`config.mk`:
```
export PLATFORM = sky130hd
export DESIGN_NAME = wb_drain_flat
export DESIGN_NICKNAME = d
export VERILOG_FILES = /design/src/rtl/wb_drain_if.sv /design/src/rtl/wb_drain.sv /design/src/flat_wrapper.sv
export SDC_FILE = /design/constraint.sdc
export NUM_CORES = 1
export LEC_CHECK = 0
export BUFFER_PORTS_ARGS = -buffer_cell sky130_fd_sc_hd__buf_2
export CAP_MARGIN = 20
export CORE_MARGIN = 1.5
export CORE_UTILIZATION = 48
export DETAILED_ROUTE_END_ITERATION = 12
export PLACE_DENSITY_LB_ADDON = 0.15
export SYNTH_ARGS = -nofsm -noshare
export SYNTH_HDL_FRONTEND = slang
export SYNTH_SLANG_ARGS = --single-unit
```
`constraint.sdc`:
```
create_clock -name clk -period 2.3 [get_ports clk]
set_clock_uncertainty 0.15 [all_clocks]
set_input_delay 0.23 -clock clk [delete_from_list [all_inputs] [get_ports clk]]
set_output_delay 0.23 -clock clk [all_outputs]
set_load 0.03 [all_outputs]
```
`src/rtl/wb_drain_if.sv`:
```
// Memory write bus between the write-buffer drain controller (master) and the memory port (slave).
interface wb_drain_if #(
    parameter int ADDR_W = 32,
    parameter int DATA_W = 32
);
    logic              mem_req;
    logic              mem_we;
    logic [ADDR_W-1:0] mem_addr;
    logic [DATA_W-1:0] mem_wdata;
    logic              mem_ack;
    logic              mem_err;

    modport master (
        output mem_req, mem_we, mem_addr, mem_wdata,
        input  mem_ack, mem_err
    );

    modport slave (
        input  mem_req, mem_we, mem_addr, mem_wdata,
        output mem_ack, mem_err
    );
endinterface

```
`src/rtl/wb_drain.sv`:
```
// Write-buffer drain: pops {addr,data} stores from the FIFO head and writes them to memory,
// retrying failed writes after a fixed backoff and dropping an entry once retries run out.
module wb_drain #(
    parameter int ADDR_W    = 32,
    parameter int DATA_W    = 32,
    parameter int CNT_W     = 4,
    parameter int MAX_RETRY = 3,
    parameter int BACKOFF   = 4
) (
    input  logic                     clk,
    input  logic                     reset_n,
    input  logic [ADDR_W+DATA_W-1:0] fifo_data,
    input  logic [CNT_W-1:0]         fifo_cnt,
    output logic                     fifo_pop,
    input  logic                     pause,
    wb_drain_if.master               mem,
    output logic                     busy,
    output logic                     drained,
    output logic                     drop_err,
    input  logic                     err_clr,
    output logic [15:0]              wr_count
);
    typedef enum logic [1:0] {S_IDLE, S_REQ, S_BACKOFF} state_t;

    localparam logic [3:0] MAX_RETRY_C = 4'(MAX_RETRY);
    localparam logic [7:0] BACKOFF_C   = 8'(BACKOFF);

    state_t            state, state_nxt;
    logic [3:0]        retry_cnt;
    logic [7:0]        backoff_cnt;
    logic [ADDR_W-1:0] addr_q;
    logic [DATA_W-1:0] wdata_q;
    logic              pop, wr_ok, wr_retry, wr_drop;

    always_ff @(posedge clk or negedge reset_n) begin
        if (!reset_n) state <= S_IDLE;
        else          state <= state_nxt;
    end

    // NOTE: every signal gets a default before the case, so no path can leave one unassigned and infer a latch.
    always_comb begin
        state_nxt = state;
        pop       = 1'b0;
        wr_ok     = 1'b0;
        wr_retry  = 1'b0;
        wr_drop   = 1'b0;
        unique case (state)
            S_IDLE: begin
                if (fifo_cnt != '0 && !pause) begin
                    pop       = 1'b1;
                    state_nxt = S_REQ;
                end
            end
            S_REQ: begin
                if (mem.mem_ack) begin
                    if (!mem.mem_err) begin
                        wr_ok     = 1'b1;
                        state_nxt = S_IDLE;
                    end else if (retry_cnt < MAX_RETRY_C) begin
                        wr_retry  = 1'b1;
                        state_nxt = S_BACKOFF;
                    end else begin
                        wr_drop   = 1'b1;
                        state_nxt = S_IDLE;
                    end
                end
            end
            S_BACKOFF: begin
                if (backoff_cnt == 8'd1) state_nxt = S_REQ;
            end
            default: state_nxt = S_IDLE;
        endcase
    end

    // NOTE: clocked state uses non-blocking assignments so every register sees pre-edge values.
    always_ff @(posedge clk or negedge reset_n) begin
        if (!reset_n) begin
            addr_q      <= '0;
            wdata_q     <= '0;
            retry_cnt   <= '0;
            backoff_cnt <= '0;
            wr_count    <= '0;
            drop_err    <= 1'b0;
        end else begin
            if (pop) begin
                addr_q    <= fifo_data[ADDR_W+DATA_W-1:DATA_W];
                wdata_q   <= fifo_data[DATA_W-1:0];
                retry_cnt <= '0;
            end
            if (wr_retry) begin
                retry_cnt   <= retry_cnt + 4'd1;
                backoff_cnt <= BACKOFF_C;
            end else if (state == S_BACKOFF) begin
                backoff_cnt <= backoff_cnt - 8'd1;
            end
            if (wr_ok) wr_count <= wr_count + 16'd1;
            if (wr_drop)      drop_err <= 1'b1;
            else if (err_clr) drop_err <= 1'b0;
        end
    end

    // A pop while reset is held would remove an entry that never gets latched.
    assign fifo_pop      = pop & reset_n;
    assign mem.mem_req   = (state == S_REQ);
    assign mem.mem_we    = (state == S_REQ);
    assign mem.mem_addr  = addr_q;
    assign mem.mem_wdata = wdata_q;
    assign busy          = (state != S_IDLE);
    assign drained       = (state == S_IDLE) && (fifo_cnt == '0);
endmodule

```
`src/flat_wrapper.sv`:
```
// flat-port wrapper written by rule: the top's interface ports become plain ports
module wb_drain_flat 
#(
    parameter int ADDR_W    = 32,
    parameter int DATA_W    = 32,
    parameter int CNT_W     = 4,
    parameter int MAX_RETRY = 3,
    parameter int BACKOFF   = 4
)
  (clk, reset_n, fifo_data, fifo_cnt, fifo_pop, pause, busy, drained, drop_err, err_clr, wr_count, mem_mem_req, mem_mem_we, mem_mem_addr, mem_mem_wdata, mem_mem_ack, mem_mem_err);
  wb_drain_if #(.ADDR_W(ADDR_W), .DATA_W(DATA_W)) mem_i ();
  input  logic clk;
  input  logic reset_n;
  input  logic [ADDR_W+DATA_W-1:0] fifo_data;
  input  logic [CNT_W-1:0] fifo_cnt;
  output logic fifo_pop;
  input  logic pause;
  output logic busy;
  output logic drained;
  output logic drop_err;
  input  logic err_clr;
  output logic [15:0] wr_count;
  output wire logic [$bits(mem_i.mem_req)-1:0] mem_mem_req;
  output wire logic [$bits(mem_i.mem_we)-1:0] mem_mem_we;
  output wire logic [$bits(mem_i.mem_addr)-1:0] mem_mem_addr;
  output wire logic [$bits(mem_i.mem_wdata)-1:0] mem_mem_wdata;
  input wire logic [$bits(mem_i.mem_ack)-1:0] mem_mem_ack;
  input wire logic [$bits(mem_i.mem_err)-1:0] mem_mem_err;
  assign mem_mem_req = mem_i.mem_req;
  assign mem_mem_we = mem_i.mem_we;
  assign mem_mem_addr = mem_i.mem_addr;
  assign mem_mem_wdata = mem_i.mem_wdata;
  assign mem_i.mem_ack = mem_mem_ack;
  assign mem_i.mem_err = mem_mem_err;
  wb_drain #(.ADDR_W(ADDR_W), .DATA_W(DATA_W), .CNT_W(CNT_W), .MAX_RETRY(MAX_RETRY), .BACKOFF(BACKOFF)) u_core (.clk(clk), .reset_n(reset_n), .fifo_data(fifo_data), .fifo_cnt(fifo_cnt), .fifo_pop(fifo_pop), .pause(pause), .mem(mem_i), .busy(busy), .drained(drained), .drop_err(drop_err), .err_clr(err_clr), .wr_count(wr_count));
endmodule
```
# Yosys cells after proc, flatten, opt, wreduce, memory -nomap -nowiden
# Index checks and enable logic that the tools add are counted.
# Widths: inputs -> output; s select.
[totals]
regBits = 95
in_bits = 74
output_inout_bits = 86
word_cells = 54
[op_classes]
add_sub_neg = 3
n_lt_le_gt_ge = 1
n_eq_ne = 6
muxes = 25
bitwise_logic = 1
reduce_logical = 11
[op_table]
columns = ["op", "n"]
rows = [
  ["$add 16x1->16 const B", 1],
  ["$mux 8", 2],
  ["$mux 1", 15],
  ["$mux 2", 5],
  ["$eq 8x1->1 const B", 1],
  ["$mux 4", 2],
  ["$reduce_bool 2->1", 4],
  ["$sub 8x1->8 const B", 1],
  ["$ne 2x1->1 const B", 3],
  ["$pmux 2 s3", 1],
  ["$add 4x1->4 const B", 1],
  ["$logic_not 4->1", 1],
  ["$lt 4x2->1 const B", 1],
  ["$reduce_bool 4->1", 1],
  ["$reduce_and 3->1", 1],
  ["$eq 2x1->1 const B", 1],
  ["$eq 2x2->1 const B", 1],
  ["$logic_and 1x1->1", 2],
  ["$logic_not 2->1", 1],
  ["$and 1x1->1", 1],
  ["$logic_not 1->1", 1],
]

# Logic depth before layout (Yosys ltp)
[logic_depth]
word_depth = 6
depth_mapped = 6
ltp_nobuf = 5

# Worst setup path before layout
# No wires, ideal clock.
[synth_timing]
path_kind = "register to output"
start = "register u_core.state[1]"
end = "output port fifo_pop"
t_arrival_ns = 1.691
slack_ns = 0.229
path_stages_with_launch = 6
n_path_buf = 2
path_cell_list = "dfrtp_1 -> or2_1 -> nor3_4 -> buf_6 -> buf_6 -> and2_1"
[synth_between]
elab_chain_cells = 3
[synth_lines]
columns = ["item", "line_no", "text"]
rows = [
  ["start, declared", "wb_drain.sv:28", "state_t state, state_nxt;"],
  ["start signal, assigned", "wb_drain.sv:37", "else state <= state_nxt;"],
  ["$logic_not 2->1", "wb_drain.sv:47", "unique case (state)"],
  ["$mux 1", "wb_drain.sv:47", ""],
  ["$and 1x1->1", "wb_drain.sv:103", "assign fifo_pop = pop & reset_n;"],
  ["end, declared", "flat_wrapper.sv:16", "output logic fifo_pop;"],
]
# No other way between the ends.

# Final worst setup path
# Ends and elaborated chain as after synthesis.

==> impl_metrics.ini <==
[global_routing]
grt_usage_pct = 21.8
grt_start_max_net_pins = 96
overflow = 0
grt_pass1_vias = 2881
grt_pass1_wl_mm = 14.3
antenna_found_initial = 0

[floorplan]
initial_core_util_pct = 49.9
fp-row-count = 32
core_area_mm2 = 0.00777
die_h_um = 92.9
design.portCount = 160
die_area_mm2 = 0.00862
dieWidth_um = 92.9

[clocking]
cts_tree = built
htree_num_levels = 3
cts-root-buf = clkbuf_8
insertion_delay_ns = 0.35
cts.sinks = 95
cts.clk_slew.worst_paths_ns = 0.08
clock_path_buffers = 2
cts_made_buffers = 9

[sta]
setup_violations = 0
whs_ns = 0.0400
fmax_mhz = 453
max_slew_margin_pct = 56.0
finalCritPeriodShare_pct = 96.0
min_period_ns = 2.21
finalMaxSlewViolations = 0
final_hold_viol_count = 0
fin_ws_ns = 0.0919
tightest_slew_ns = 0.654

[cells_and_area]
final_cell_mix = buf_2 (158), dfrtp_1 (94), dlygate4sd3_1 (66)
final_cells = 618
finalInstanceArea_mm2 = 0.00565
layout_commonest_cell = buf_2
drive_gt1_share_pct = 48.3
area_growth_pct = 45.7
fillers = 563
insertedDiodeCount = 0
final_nets = 589

[route]
drtPass1Iterations = 4
wl_mm = 9.14
vias = 3045
wl_per_cell_um = 14.8
drtIter0Drc = 82
postRouteAntennaNets = 0
drcViolationCount = 0
viasPerCell = 4.93

[placement]
place.gp.congestion = 0.836
post_dp_cell_area_mm2 = 0.00481
io_buffers = 159
pre_cts_ws_ns = 0.282
dp_hpwl_mm = 5.84
dp.cells = 534

[synth]
async_flop_share_pct = 100
synth-edff-count = 0
synthesis.nets = 355
yosys-top-cells-area = dfrtp_1 (61%), mux2_2 (17%), xor2_1 (2.3%), mux2_1 (1.5%), buf_4 (1.4%)
yosys_warnings = 0
avgSynthCellArea_um2 = 14.0
synth-seq-cells = 95
synth_top_area_share_pct = 61.3
synth_ff_type = dfrtp_1
synthCells = 277
syn-cell-area_mm2 = 0.00388
yosysUniqueCellTypes = 38
synth.largest_area_cell = dfrtp_1
yosysSeqAreaShare_pct = 61.3

[outcome]
status = complete, no violations

[power]
p_leak_nw = 2.76
power_w = 0.00727
powerDensity_mw_per_mm2 = 1290
peakVddDrop_v = 0.000618

[setup_path]
start_kind = register
cpPeakStageDelay_ns = 0.45
path_class = reg -> out
crit_chain = or2_1 > nor3_4 > and2_1 > buf_2
worstPathRequired_ns = 1.92
crit_path_top_delay_cell = dfrtp_1
rrSetupSlack_ns = 0.19
end_kind = output pin
worstPathMaxFanout = 7
cp_data_arrival_time_ns = 1.83

[run]
drv_cap = 0

[min_path]
hp-class = in -> reg
kinds of logic after synthesis:
| kind of cell | share of synthesized area [%] |
|---|---|
| AO/OA/AOI/OAI | 2.36 |
| XOR/XNOR | 3.62 |
| adder cells (fa/ha/maj) | 1.29 |
| buffers and inverters | 2.81 |
| flip-flops | 61.3 |
| multiplexers | 19.1 |
| AND/OR/NAND/NOR | 9.46 |
per-layer routing:
| layer | part of all wire, % | track usage (%) | vias to the layer above |
|---|---|---|---|
| met4 | 1.3 | 7.20 | 0 |
| met3 | 6.3 | 5.50 | 10 |
| met2 | 51 | 37.7 | 104 |
| met1 | 41 | 26.4 | 1490 |
| met5 | 0 | 0 | - |
| li1 | - | - | 1441 |
stage by stage:
stage | utilization, % | TNS [ns]
5_1_grt | 72.7 | -0.00256
6_report | 72.7 | 0
2_1_floorplan | - | 0
4_1_cts | 72.5 | 0
3_3_place_gp | 61.9 | 0
3_5_place_dp | 61.9 | 0
path summary, 6_finish.rpt:
check / startpoint / end / cells past startpoint
worst min-delay path: mem_mem_ack / u_core.drop_err / 3
worst min register to register: u_core.wr_count[15] / u_core.wr_count[15] / 1
max in group asynchronous: reset_n / u_core.state[0] / 3
worst max-delay path: u_core.state[1] / fifo_pop / 4
min in group asynchronous: reset_n / u_core.mem.mem_addr[17] / 3
worst max register to register: u_core.state[1] / u_core.mem.mem_addr[13] / 5
state kept, by name (all words and copies together) (netlist names):
register,count
u_core.wr_count,16
u_core.backoff_cnt,8
u_core.mem.mem_addr,32
u_core.drop_err,1
u_core.retry_cnt,4
u_core.mem.mem_wdata,32
u_core.state,2
cell type report:
| cell class | count | area, µm² | area share, % |
|---|---|---|---|
| repair buffers | 233 | 1560 | 27.6 |
| flip-flops and latches | 95 | 2380 | 42.1 |
| multi-input cells | 164 | 1390 | 24.6 |
| clock inverters | 6 | 36.3 | 0.643 |
| clock buffers | 10 | 128 | 2.26 |
| well taps | 102 | 128 | 2.26 |
| inverters | 8 | 30.0 | 0.532 |
where the power goes:
part           internal [W]  switching (W)
logic               0.00135        0.00219
clock network      0.000390       0.000557
registers           0.00236       0.000414
total               0.00410        0.00316
synth_stat cells (4+ instances only):
master,count
dfrtp_1,95
mux2_2,60
a21oi_1,4
xnor2_1,6
nand4_1,6
buf_4,7
nand2_1,10
ha_1,4
nor3_1,5
nor2b_1,6
nand3_1,10
inv_1,8
xor2_1,10
mux2_1,5
nor2_1,9
worst max-delay path: cells and delay by family (launching register included):
family	cells	cell delay [ns]
flops	1	0.45
simple gates	3	0.83
buf+inv	1	0.20
repair_timing:
| item | CTS | global route |
|---|---|---|
| resized for setup | 0 | 1 |
| setup endpoints to repair | 0 | 1 |
| setup buffers | 0 | 2 |
| hold buffers | 66 | 0 |
| endpoints found under the hold margin | 160 | 0 |
Note: power is estimated with default switching activity, not from simulation.
